<file path="src/rtl/ltf_sync_pkg.sv">
// Shared types and default constants for the LTF timing-sync controller.
// Optional CONFIRM stage is enabled with LTF_SYNC_CONFIRM_EN.
package ltf_sync_pkg;

  typedef enum logic [2:0] {
    IDLE,
    FLUSH,
    SEARCH,
    CONFIRM,
    DONE
  } state_e;

  localparam int MAG_WIDTH_DEF    = 32;
  localparam int CORR_LATENCY_DEF = 9;
  localparam int WINDOW_DEF       = 64;
  localparam int SPACING_DEF      = 4;
  localparam int TOL_DEF          = 1;
  localparam int IDX_WIDTH_DEF    = 8;

  // Bits needed to hold the values 0..n inclusive.
  function automatic int cnt_bits(input int n);
    return (n < 1) ? 1 : $clog2(n + 1);
  endfunction

endpackage

</file>
<file path="src/rtl/ltf_peak_tracker.sv">
// Running-maximum register for qualified correlator blocks.
// The earliest block keeps the peak on equal magnitudes.
module ltf_peak_tracker
  import ltf_sync_pkg::*;
#(
  parameter int MAG_WIDTH = MAG_WIDTH_DEF,
  parameter int IDX_WIDTH = IDX_WIDTH_DEF
) (
  input  logic                 clk_i,
  input  logic                 rst_i,
  input  logic                 clear_i,
  input  logic                 en_i,
  input  logic [MAG_WIDTH-1:0] mag_i,
  input  logic [IDX_WIDTH-1:0] idx_i,
  output logic [MAG_WIDTH-1:0] max_o,
  output logic [IDX_WIDTH-1:0] idx_o,
  output logic                 any_o
);

  logic [MAG_WIDTH-1:0] max_q, max_d;
  logic [IDX_WIDTH-1:0] idx_q, idx_d;
  logic                 any_q, any_d;

  always_comb begin
    max_d = max_q;
    idx_d = idx_q;
    any_d = any_q;
    if (clear_i) begin
      max_d = '0;
      idx_d = '0;
      any_d = 1'b0;
    end else if (en_i) begin
      any_d = 1'b1;
      if (!any_q || (mag_i > max_q)) begin
        max_d = mag_i;
        idx_d = idx_i;
      end
    end
  end

  always_ff @(posedge clk_i or posedge rst_i) begin
    if (rst_i) begin
      max_q <= '0;
      idx_q <= '0;
      any_q <= 1'b0;
    end else begin
      max_q <= max_d;
      idx_q <= idx_d;
      any_q <= any_d;
    end
  end

  assign max_o = max_q;
  assign idx_o = idx_q;
  assign any_o = any_q;

endmodule

</file>
<file path="src/rtl/ltf_sync_ctrl.sv">
// LTF timing-sync controller: flush, windowed peak search, optional
// second-peak confirmation (macro LTF_SYNC_CONFIRM_EN).
module ltf_sync_ctrl
  import ltf_sync_pkg::*;
#(
  parameter int MAG_WIDTH    = MAG_WIDTH_DEF,
  parameter int CORR_LATENCY = CORR_LATENCY_DEF,
  parameter int WINDOW       = WINDOW_DEF,
  parameter int SPACING      = SPACING_DEF,
  parameter int TOL          = TOL_DEF,
  parameter int IDX_WIDTH    = IDX_WIDTH_DEF
) (
  input  logic                 clk_i,
  input  logic                 rst_i,
  input  logic                 arm_i,
  input  logic                 abort_i,
  input  logic                 valid_i,
  input  logic [MAG_WIDTH-1:0] mag_i,
  input  logic [MAG_WIDTH-1:0] threshold_i,
  output logic                 busy_o,
  output logic                 done_o,
  output logic                 found_o,
  output logic [IDX_WIDTH-1:0] peak_idx_o,
  output logic [MAG_WIDTH-1:0] peak_mag_o
);

  localparam int FW = cnt_bits(CORR_LATENCY);
  localparam int WW = cnt_bits(WINDOW);

  state_e               state_q, state_d;
  logic [FW-1:0]        flush_cnt_q, flush_cnt_d;
  logic [IDX_WIDTH-1:0] blk_q, blk_d;
  logic [WW-1:0]        win_q, win_d;
  logic                 busy_q, busy_d;
  logic                 done_q, done_d;
  logic                 found_q, found_d;
  logic [IDX_WIDTH-1:0] pidx_q, pidx_d;
  logic [MAG_WIDTH-1:0] pmag_q, pmag_d;

  logic                 qual;
  logic                 win_done;
  logic                 trk_clear;
  logic                 trk_en;
  logic                 trk_any;
  logic                 fin;
  logic                 fin_found;
  logic [IDX_WIDTH-1:0] blk_inc;
  logic [IDX_WIDTH-1:0] trk_idx;
  logic [MAG_WIDTH-1:0] trk_max;

  assign qual      = mag_i >= threshold_i;
  assign win_done  = win_q == WW'(WINDOW);
  assign blk_inc   = (&blk_q) ? blk_q : blk_q + IDX_WIDTH'(1);
  assign trk_clear = (state_q == IDLE) || (state_q == FLUSH);
  assign trk_en    = (state_q == SEARCH) && !win_done && valid_i && qual;

  ltf_peak_tracker #(
    .MAG_WIDTH(MAG_WIDTH),
    .IDX_WIDTH(IDX_WIDTH)
  ) u_trk (
    .clk_i  (clk_i),
    .rst_i  (rst_i),
    .clear_i(trk_clear),
    .en_i   (trk_en),
    .mag_i  (mag_i),
    .idx_i  (blk_q),
    .max_o  (trk_max),
    .idx_o  (trk_idx),
    .any_o  (trk_any)
  );

`ifdef LTF_SYNC_CONFIRM_EN
  localparam int LO_OFF = SPACING - TOL;
  localparam int HI_OFF = SPACING + TOL;

  logic               conf;
  logic signed [31:0] dist;

  // Distance of the next block index from the held first peak.
  assign dist = $signed(32'(blk_q)) - $signed(32'(trk_idx));
`endif

  always_comb begin
    state_d     = state_q;
    flush_cnt_d = flush_cnt_q;
    blk_d       = blk_q;
    win_d       = win_q;
    busy_d      = busy_q;
    done_d      = 1'b0;
    found_d     = found_q;
    pidx_d      = pidx_q;
    pmag_d      = pmag_q;
    fin         = 1'b0;
    fin_found   = 1'b0;
`ifdef LTF_SYNC_CONFIRM_EN
    conf        = 1'b0;
`endif

    unique case (state_q)
      IDLE: begin
        if (arm_i) begin
          state_d     = FLUSH;
          flush_cnt_d = '0;
          busy_d      = 1'b1;
        end
      end
      FLUSH: begin
        if ((CORR_LATENCY == 0) ||
            (valid_i && (flush_cnt_q == FW'(CORR_LATENCY - 1)))) begin
          state_d = SEARCH;
          blk_d   = '0;
          win_d   = '0;
        end else if (valid_i) begin
          flush_cnt_d = flush_cnt_q + FW'(1);
        end
      end
      SEARCH: begin
        if (!win_done) begin
          if (valid_i) begin
            blk_d = blk_inc;
            win_d = win_q + WW'(1);
          end
        end else begin
`ifdef LTF_SYNC_CONFIRM_EN
          if (!trk_any) begin
            fin = 1'b1;
          end else begin
            state_d = CONFIRM;
            conf    = 1'b1;
          end
`else
          fin       = 1'b1;
          fin_found = trk_any;
`endif
        end
      end
`ifdef LTF_SYNC_CONFIRM_EN
      CONFIRM: begin
        conf = 1'b1;
      end
`endif
      DONE: begin
        state_d = IDLE;
      end
      default: begin
        state_d = IDLE;
      end
    endcase

`ifdef LTF_SYNC_CONFIRM_EN
    // The block arriving in the end-of-window cycle already belongs here.
    if (conf) begin
      if (dist > HI_OFF) begin
        fin = 1'b1;
      end else if (valid_i) begin
        blk_d = blk_inc;
        if (qual && (dist >= LO_OFF)) begin
          fin       = 1'b1;
          fin_found = 1'b1;
        end else if (dist == HI_OFF) begin
          fin = 1'b1;
        end
      end
    end
`endif

    if (fin) begin
      state_d = DONE;
      busy_d  = 1'b0;
      done_d  = 1'b1;
      found_d = fin_found;
      pidx_d  = fin_found ? trk_idx : '0;
      pmag_d  = fin_found ? trk_max : '0;
    end

    if (abort_i && (state_q != IDLE)) begin
      state_d = IDLE;
      busy_d  = 1'b0;
      done_d  = 1'b0;
      found_d = found_q;
      pidx_d  = pidx_q;
      pmag_d  = pmag_q;
    end
  end

  always_ff @(posedge clk_i or posedge rst_i) begin
    if (rst_i) begin
      state_q     <= IDLE;
      flush_cnt_q <= '0;
      blk_q       <= '0;
      win_q       <= '0;
      busy_q      <= 1'b0;
      done_q      <= 1'b0;
      found_q     <= 1'b0;
      pidx_q      <= '0;
      pmag_q      <= '0;
    end else begin
      state_q     <= state_d;
      flush_cnt_q <= flush_cnt_d;
      blk_q       <= blk_d;
      win_q       <= win_d;
      busy_q      <= busy_d;
      done_q      <= done_d;
      found_q     <= found_d;
      pidx_q      <= pidx_d;
      pmag_q      <= pmag_d;
    end
  end

  assign busy_o     = busy_q;
  assign done_o     = done_q;
  assign found_o    = found_q;
  assign peak_idx_o = pidx_q;
  assign peak_mag_o = pmag_q;

endmodule
</file>
<file path="config.mk">
export PLATFORM = sky130hd
export DESIGN_NAME = ltf_sync_ctrl
export DESIGN_NICKNAME = d
export VERILOG_FILES = /design/src/rtl/ltf_sync_pkg.sv /design/src/rtl/ltf_peak_tracker.sv /design/src/rtl/ltf_sync_ctrl.sv
export SDC_FILE = /design/constraint.sdc
export NUM_CORES = 1
export LEC_CHECK = 0
export BUFFER_PORTS_ARGS = -buffer_cell sky130_fd_sc_hd__buf_2
export CAP_MARGIN = 20
export CORE_MARGIN = 4
export CORE_UTILIZATION = 30
export DETAILED_ROUTE_END_ITERATION = 10
export HOLD_SLACK_MARGIN = 0.05
export SLEW_MARGIN = 20
export SYNTH_ARGS = -nofsm -noshare
export SYNTH_HDL_FRONTEND = slang
export SYNTH_SLANG_ARGS = --single-unit
</file>
<file path="constraint.sdc">
create_clock -name clk_i -period 8.5 [get_ports clk_i]
set_input_delay 1.7 -clock clk_i [delete_from_list [all_inputs] [get_ports clk_i]]
set_output_delay 1.7 -clock clk_i [all_outputs]
set_load 0.05 [all_outputs]
</file>
## After elaboration in Yosys (flattened, before gate mapping)

Index checks and enable logic that the tools add are counted.

| word-level totals | value |
|---|---|
| flip-flop bits (word level) | 106 |
| input port bits | 69 |
| logic and storage cells | 95 |

| operators by class | value |
|---|---|
| add/sub/neg operators | 3 |
| magnitude comparators | 2 |
| eq/ne operators | 14 |
| muxes and demuxes | 38 |
| bitwise logic cells | 1 |
| reductions and logical operators | 25 |

Operator list:

| kind | count |
|---|---|
| $mux 32 | 4 |
| $mux 8 | 8 |
| $ge 32x32->1 | 1 |
| $gt 32x32->1 | 1 |
| $mux 7 | 3 |
| $pmux 8 s2 | 1 |
| $pmux 7 s2 | 1 |
| $mux 1 | 12 |
| $mux 3 | 4 |
| $mux 4 | 3 |
| $ne 2x2->1 const B | 6 |
| $pmux 3 s3 | 1 |
| $reduce_bool 3->1 | 3 |
| $add 8x1->8 const B | 1 |
| $pmux 4 s2 | 1 |
| $reduce_and 4->1 | 2 |
| $reduce_and 8->1 | 1 |
| $reduce_bool 2->1 | 4 |
| $add 7x1->7 const B | 1 |
| $eq 7x7->1 const B | 1 |
| $reduce_and 2->1 | 3 |
| $logic_and 1x1->1 | 5 |
| $reduce_and 5->1 | 1 |
| $add 4x1->4 const B | 1 |
| other kinds (12) | 14 |

## Longest topological paths before layout

Gate-level depths: netlist of the first run.

| depth | value |
|---|---|
| depth in word-level cells | 7 |
| depth in mapped cells | 11 |

## By module

A second synthesis of the first run with hierarchy kept.

| second synthesis, totals | value |
|---|---|
| cells, all modules | 710 |
| area total of the unflattened synthesis | 6870.3 sq um |

By module, submodules not included:

| module | instances | cells each | area an instance (sq um) | seq. area each (sq um) |
|---|---|---|---|---|
| ltf_sync_ctrl | 1 | 415 | 3731.1 | 1626.6 |
| ltf_peak_tracker | 1 | 295 | 3139.3 | 1026.0 |

## Least setup slack after synthesis of the first run

OpenSTA, ideal clock, no wires.

| path | value |
|---|---|
| kind | input port to flip-flop |
| start | in threshold_i[13] |
| end | reg u_trk.idx_q[7], in the netlist u_trk.idx_o[7] |
| arrival | 3.620 ns |
| slack | 4.758 ns |
| cell stages on the path | 10 |
| path through | inv_1 ha_1 a211oi_1 nor2_1 a211o_1 a311o_1 a41oi_2 o21ba_2 buf_6 a32o_1 |

| between the ends | value |
|---|---|
| word-level cells in the longest chain between the ends | 4 |

Ends and longest elaborated chain:

| element | line | source |
|---|---|---|
| start, declared | ltf_sync_ctrl.sv:19 | `input logic [MAG_WIDTH-1:0] threshold_i,` |
| $ge 32x32->1 | ltf_sync_ctrl.sv:51 | `assign qual = mag_i >= threshold_i;` |
| $logic_and 1x1->1 | ltf_sync_ctrl.sv:55 | `assign trk_en = (state_q == SEARCH) && !win_done && valid_i && qual;` |
| $reduce_bool 2->1 (no line) | n/a |  |
| $reduce_and 2->1 (no line) | n/a |  |
| end signal, assigned | ltf_peak_tracker.sv:48 | `idx_q <= idx_d;` |
| end, declared | ltf_peak_tracker.sv:21 | `logic [IDX_WIDTH-1:0] idx_q, idx_d;` |

Every way passes these cells.
A chain may end at the register's enable or synchronous reset.

## Final worst setup path of the first run

| path | value |
|---|---|
| start | in mag_i[25] |
| end | reg u_trk.max_q[11], in the netlist u_trk.max_o[11] |

| between the ends | value |
|---|---|
| word-level cells in the longest chain between the ends | 4 |

Ends and longest elaborated chain:

| element | line | source |
|---|---|---|
| start, declared | ltf_sync_ctrl.sv:18 | `input logic [MAG_WIDTH-1:0] mag_i,` |
| $gt 32x32->1 or $ge 32x32->1 (tied branches) | ltf_peak_tracker.sv:34, ltf_sync_ctrl.sv:51 |  |
| $logic_or 1x1->1 or $logic_and 1x1->1 (tied branches) | ltf_peak_tracker.sv:34, ltf_sync_ctrl.sv:55 |  |
| $reduce_bool 2->1 (no line) | n/a |  |
| $reduce_and 2->1 (no line) (*) | n/a |  |
| end signal, assigned | ltf_peak_tracker.sv:47 | `max_q <= max_d;` |
| end, declared | ltf_peak_tracker.sv:20 | `logic [MAG_WIDTH-1:0] max_q, max_d;` |

Every way passes the cells marked *; elsewhere a longest branch is shown, timed or not.

==> results.cfg, run 1 <==
[final_layout]
layout.nets = 857
final_util_pct = 37.07
drive_gt1_share_pct = 18.92
diodes = 0
syn_to_final_growth_pct = 19.85
final_cells = 984
design_area_um2 = 7027

[detailed_routing]
vias = 4562
first_pass_iters = 4
ant_nets = 0
m1WireLength_um = 6988
met3RoutedLength_um = 525
drcViolationCount = 0
drt_iter0_drc = 186
wire_per_inst_um = 14.31
dr.max_layer_used = met4
wirelength_um = 14080
wl_met2_um = 6311
viasPerCell = 4.636

[floorplanning]
die_area_um2 = 21840
fp-row-count = 50
core_area_um2 = 18960
start_util_pct = 30.93
ioPinCount = 112
fp.dieH_um = 147.8
die_w_um = 147.8

[timing]
fin_crit_ps = 4165
tightest_slew_ps = 1069
slew_headroom_pct = 28.61
rsz0062_at_grt = false
hold_viol = 0
min_period_over_period_pct = 49.00
drv_slew = 0
fmax_ghz = 0.2401
finalSetupTns_ps = 0
setup-violations-final = 0
fin_skew_ps = 9.061

[placed_design]
dp_hpwl_um = 10550
detailed_place.area_um2 = 6685
finalWeightedCongestion = 0.7664
io_buffers = 111
dp.cells = 968

[power_and_ir_drop]
power_mw = 1.116
leakage_nw = 3.471
power_density_nw_per_um2 = 158.8
ir_drop_mv = 0.09760

[global_routing]
antenna_found_initial = 0
grt_max_degree = 65
grt_pass1_vias = 4432
grtUsageTotal_pct = 13.15
grt.overflow.total = 0
grt_pass1_wl_um = 22860

[clocking]
cts_buffer_depth = 2
holdBufCountCts = 0
cts-buffers-inserted = 9
cts_tree = built
clk_pin_slew_ps = 70
clk_latency_ps = 350
cts.sinks = 106
cts_resized = 0
post_cts_buffers = 0
cts-htree-levels = 3
clock-root-buffer = clkbuf_16

[worst_setup_path]
crit_fanout = 40
critPathKind = in2reg
end_kind = flip-flop
cp_data_arrival_time_ps = 4440
crit_required_ps = 8780
worstSetupStartpointType = input port

[yosys]
avgSynthCellArea_um2 = 9.487
syn_nets = 756
yosysWarnings = 0
ys_async_sr_fraction_pct = 100.0
syn-instance-count = 618
ys.flop_type = dfrtp_1
synth_cell_types = 50
synth_area_um2 = 5863
synth_edf_count = 0
synth_seq_cells = 106
seq_area_frac_synth_pct = 45.24

[outcome]
status = completed

[flow_run]
max_cap_violations = 0

[worst_hold_path]
hp-class = reg2reg
[cell usage after synthesis (all sizes together), types with 4 or more instances]
cell type  count  share of area (%)
a21oi         26                2.2
a22o          39                5.8
nor3           6               0.60
inv           77                4.9
clkbuf        16                1.0
nand2        112                7.2
nand3         10               0.85
ha            69                 15
xor2           9                1.3
dfrtp        106                 45
nor2          17                1.1
o21ai         51                4.4
nand4         18                1.9
a221oi         4               0.60
buf            9               0.92
a21o           5               0.64
[report_power, final]
part,internal (mW),switching [mW]
registers,0.513,0.00845
clock network,0.290,0.191
logic,0.0455,0.0673
[sequential cells by signal, summed over array words and instances (netlist names)]
register / flops
peak_mag_o: 32
win_q: 7
peak_idx_o: 8
u_trk.max_o: 32
state_q: 3
done_o: 1
flush_cnt_q: 4
blk_q: 8
u_trk.idx_o: 8
found_o: 1
u_trk.any_o: 1
busy_o: 1
[routing by layer]
layer | vias to the layer above | track usage (%)
met5 | - | 0
met4 | 0 | 5.312
met3 | 17 | 2.330
met2 | 88 | 20.83
met1 | 2102 | 17.88
li1 | 2355 | -
[stage by stage]
step | hold WS (ps) | setup WS (ps)
detailed placement | 460.8 | 3911
floorplan | 465.6 | 4011
global placement | 456.4 | 3946
finish | 472.2 | 4335
global route | 494.7 | 4123
CTS | 478.5 | 4295
[final timing paths]
kind / from / endpoint / slack, ps / cells past startpoint
worst max-delay path: mag_i[25] / u_trk.max_o[11] / 4330 / 9
worst min-delay path: found_o / found_o / 470 / 2
worst max register to register: u_trk.max_o[31] / u_trk.max_o[11] / 5370 / 9
worst min register to register: found_o / found_o / 470 / 2
max in group asynchronous: rst_i / u_trk.max_o[0] / 5860 / 3
min in group asynchronous: rst_i / u_trk.max_o[14] / 1400 / 2
[worst max-delay path, cell delays in order]
cell and delay [ps]:
buf_2 120, ha_1 310, a21oi_1 150, o21ai_0 100, a221oi_1 410, o31ai_1 210, o2bb2ai_1 250, o2bb2ai_4 890
a22o_1 280
[cell usage in the layout (no fill, tap or decap), types with 17 or more instances in the layout]
| cell | n |
|---|---|
| nand2_1 | 112 |
| buf_2 | 111 |
| nor2_1 | 17 |
| a21oi_1 | 26 |
| a22o_1 | 39 |
| inv_1 | 76 |
| dfrtp_1 | 106 |
| ha_1 | 69 |
| o21ai_0 | 50 |
| nand4_1 | 18 |
[cell families (layout without fill, tap and decap cells)]
logic type               after synthesis  after routing  synth area share, %
AO/OA/AOI/OAI                        147            147                17.05
buffers and inverters                102            208                6.872
multiplexers                           1              1               0.1707
AND/OR/NAND/NOR                      182            182                14.30
flip-flops                           106            106                45.24
XOR/XNOR                              11             11                1.643
adder cells (fa/ha/maj)               69             69                14.72
[area by class of cell]
class	instances	area, um2
Sequential cell	106	2653
Tap cell	260	325.3
Multi-Input combinational cell	410	2826
Clock inverter	6	112.6
Clock buffer	10	229.0
Fill cell	1933	11930
Timing Repair Buffer	115	589.3
Inverter	77	291.5
Power figures use the tool's default switching activity.
==> run 2: changes to the inputs <==
- clock period: 8.5 -> 3.7 ns (I/O delays scaled with it)
==> run 2 against run 1 <==
Setup slack lost 3800 ps. Register-to-register slack lost 4600 ps. Hold slack is essentially flat. Via count shrank 0.46%. Combinational power grew 130%. Clock power grew 100%. Largest cell class unchanged.
==> results.cfg, run 2 (synthesis gave the netlist of run 1 again) <==
[clocking]
cts-htree-levels = 3
cts.sinks = 106
cts_buffer_depth = 2
holdBufCountCts = 0
clk_pin_slew_ps = 70
cts_resized = 0
cts_tree = built
clk_latency_ps = 350
clock-root-buffer = clkbuf_16
cts-buffers-inserted = 9
post_cts_buffers = 0

[power_and_ir_drop]
ir_drop_mv = 0.1641
power_density_nw_per_um2 = 344.1
leakage_nw = 3.481

[global_routing]
grt_pass1_wl_um = 23230
antenna_found_initial = 0
grt_pass1_vias = 4637
grtUsageTotal_pct = 13.19
grt_max_degree = 74
grt.overflow.total = 0

[floorplanning]
fp.dieH_um = 147.8
die_w_um = 147.8
die_area_um2 = 21840
ioPinCount = 112
core_area_um2 = 18960
fp-row-count = 50
start_util_pct = 30.93

[timing]
rsz0062_at_grt = false
setup-violations-final = 0
slew_headroom_pct = 31.35
min_period_over_period_pct = 84.48
fin_crit_ps = 3126
finalSetupTns_ps = 0
fmax_ghz = 0.3199
tightest_slew_ps = 1028
hold_viol = 0
fin_skew_ps = 8.182
drv_slew = 0
layout_setup_ws_ps = 574.3

[placed_design]
dp_hpwl_um = 10660
io_buffers = 111
finalWeightedCongestion = 0.7825
pre_cts_slack_ps = 188.3

[worst_setup_path]
max_stage_delay_ps = 460
reg2reg_depth = 9
worstSetupStartpointType = input port
reg2reg_setup_slack_ps = 820
path_depth = 10
crit_fanout = 14
end_kind = flip-flop
cp_slowest_cell = a311o_1
crit_chain = buf_2 > ha_1 > a21o_1 > a221oi_1 > o21ai_1 > a311o_1 > a41oi_2 > o21ba_2 > buf_4 > a22o_1
critPathLaunch = mag_i[5]
reg2reg_to = u_trk.idx_o[1]
crit_family = compound AO/OA/AOI/OAI gates
cp_num_buf_inv = 2
r2r_start = u_trk.max_o[1]
cp_data_arrival_time_ps = 3360
critPathKind = in2reg
crit_required_ps = 3940
setup.worst_path.end = u_trk.max_o[4]

[final_layout]
drive_gt1_share_pct = 19.48
syn_to_final_growth_pct = 20.08
fillCellCount = 1912
layout_commonest_cell = nand2_1
layout.nets = 862
final_cell_mix = nand2_1, buf_2, dfrtp_1, inv_1, ha_1
final_util_pct = 37.14

[detailed_routing]
viasPerCell = 4.587
drcViolationCount = 0
first_pass_iters = 4
drt_iter0_drc = 222
vias = 4541
wire_per_inst_um = 14.12
ant_nets = 0
wirelength_um = 13980

[flow_run]
max_cap_violations = 0

[outcome]
status = completed

[worst_hold_path]
hp-class = reg2reg
-- run 2: cell types whose count changed in the layout (fill, tap and decap cells not counted), sizes merged --
cell	before	now
diode	0	1
clkinvlp	0	1
buf	115	120
bufinv	3	1
clkinv	1	2
-- run 2: per-stage QoR --
stage	cells	power, mW	hold WS, ps	instance area, um2
2_1_floorplan	618	1.376	465.6	5863
3_5_place_dp	973	1.486	463.3	6744
3_3_place_gp	973	1.480	459.6	6744
6_report	990	2.423	472.6	7041
4_1_cts	989	2.463	480.3	7038
5_1_grt	989	2.539	503.0	7038
-- run 2: layout make-up --
class	instances	area, um2	area share [%]
clock buffers	10	229.0	3.252
diodes	1	2.502	0.03554
flip-flops and latches	106	2653	37.68
clock inverters	6	65.06	0.9241
multi-input cells	410	2826	40.15
repair buffers	120	648.1	9.206
inverters	77	291.5	4.141
well taps	260	325.3	4.621
-- run 2: report_power, final --
| group | internal (mW) | switching, mW | total [mW] |
|---|---|---|---|
| Sequential | 1.18 | 0.0192 | 1.20 |
| Combinational | 0.107 | 0.153 | 0.260 |
| Clock | 0.528 | 0.437 | 0.965 |
-- run 2: worst reg2reg max path: cells and delay by family, from the launching register on --
| family | cells | cell delay [ps] |
|---|---|---|
| fa+ha+maj | 1 | 280 |
| compound gates | 5 | 1610 |
| flops | 1 | 380 |
| simple gates | 2 | 480 |
| buf+inv | 1 | 60 |
-- run 2: how the worst min path moves through the flow --
stage                     cells after the start        endpoint            from  slack [ps]
after global placement                        2  peak_mag_o[24]  peak_mag_o[24]         460
after floorplan                               1  u_trk.idx_o[7]  u_trk.idx_o[7]         470
after detailed placement                      2         found_o         found_o         460
after CTS                                     2         found_o         found_o         480
final                                         2  peak_mag_o[11]  peak_mag_o[11]         470
after global routing                          2  peak_mag_o[16]  peak_mag_o[16]         500
-- run 2: layer usage --
layer | vias up | track usage, % | share of wire, %
li1 | 2365 | - | -
met1 | 2081 | 17.79 | 49
met2 | 86 | 21.68 | 45
met3 | 9 | 2.606 | 4.4
met4 | 0 | 3.635 | 1.1
met5 | - | 0 | 0
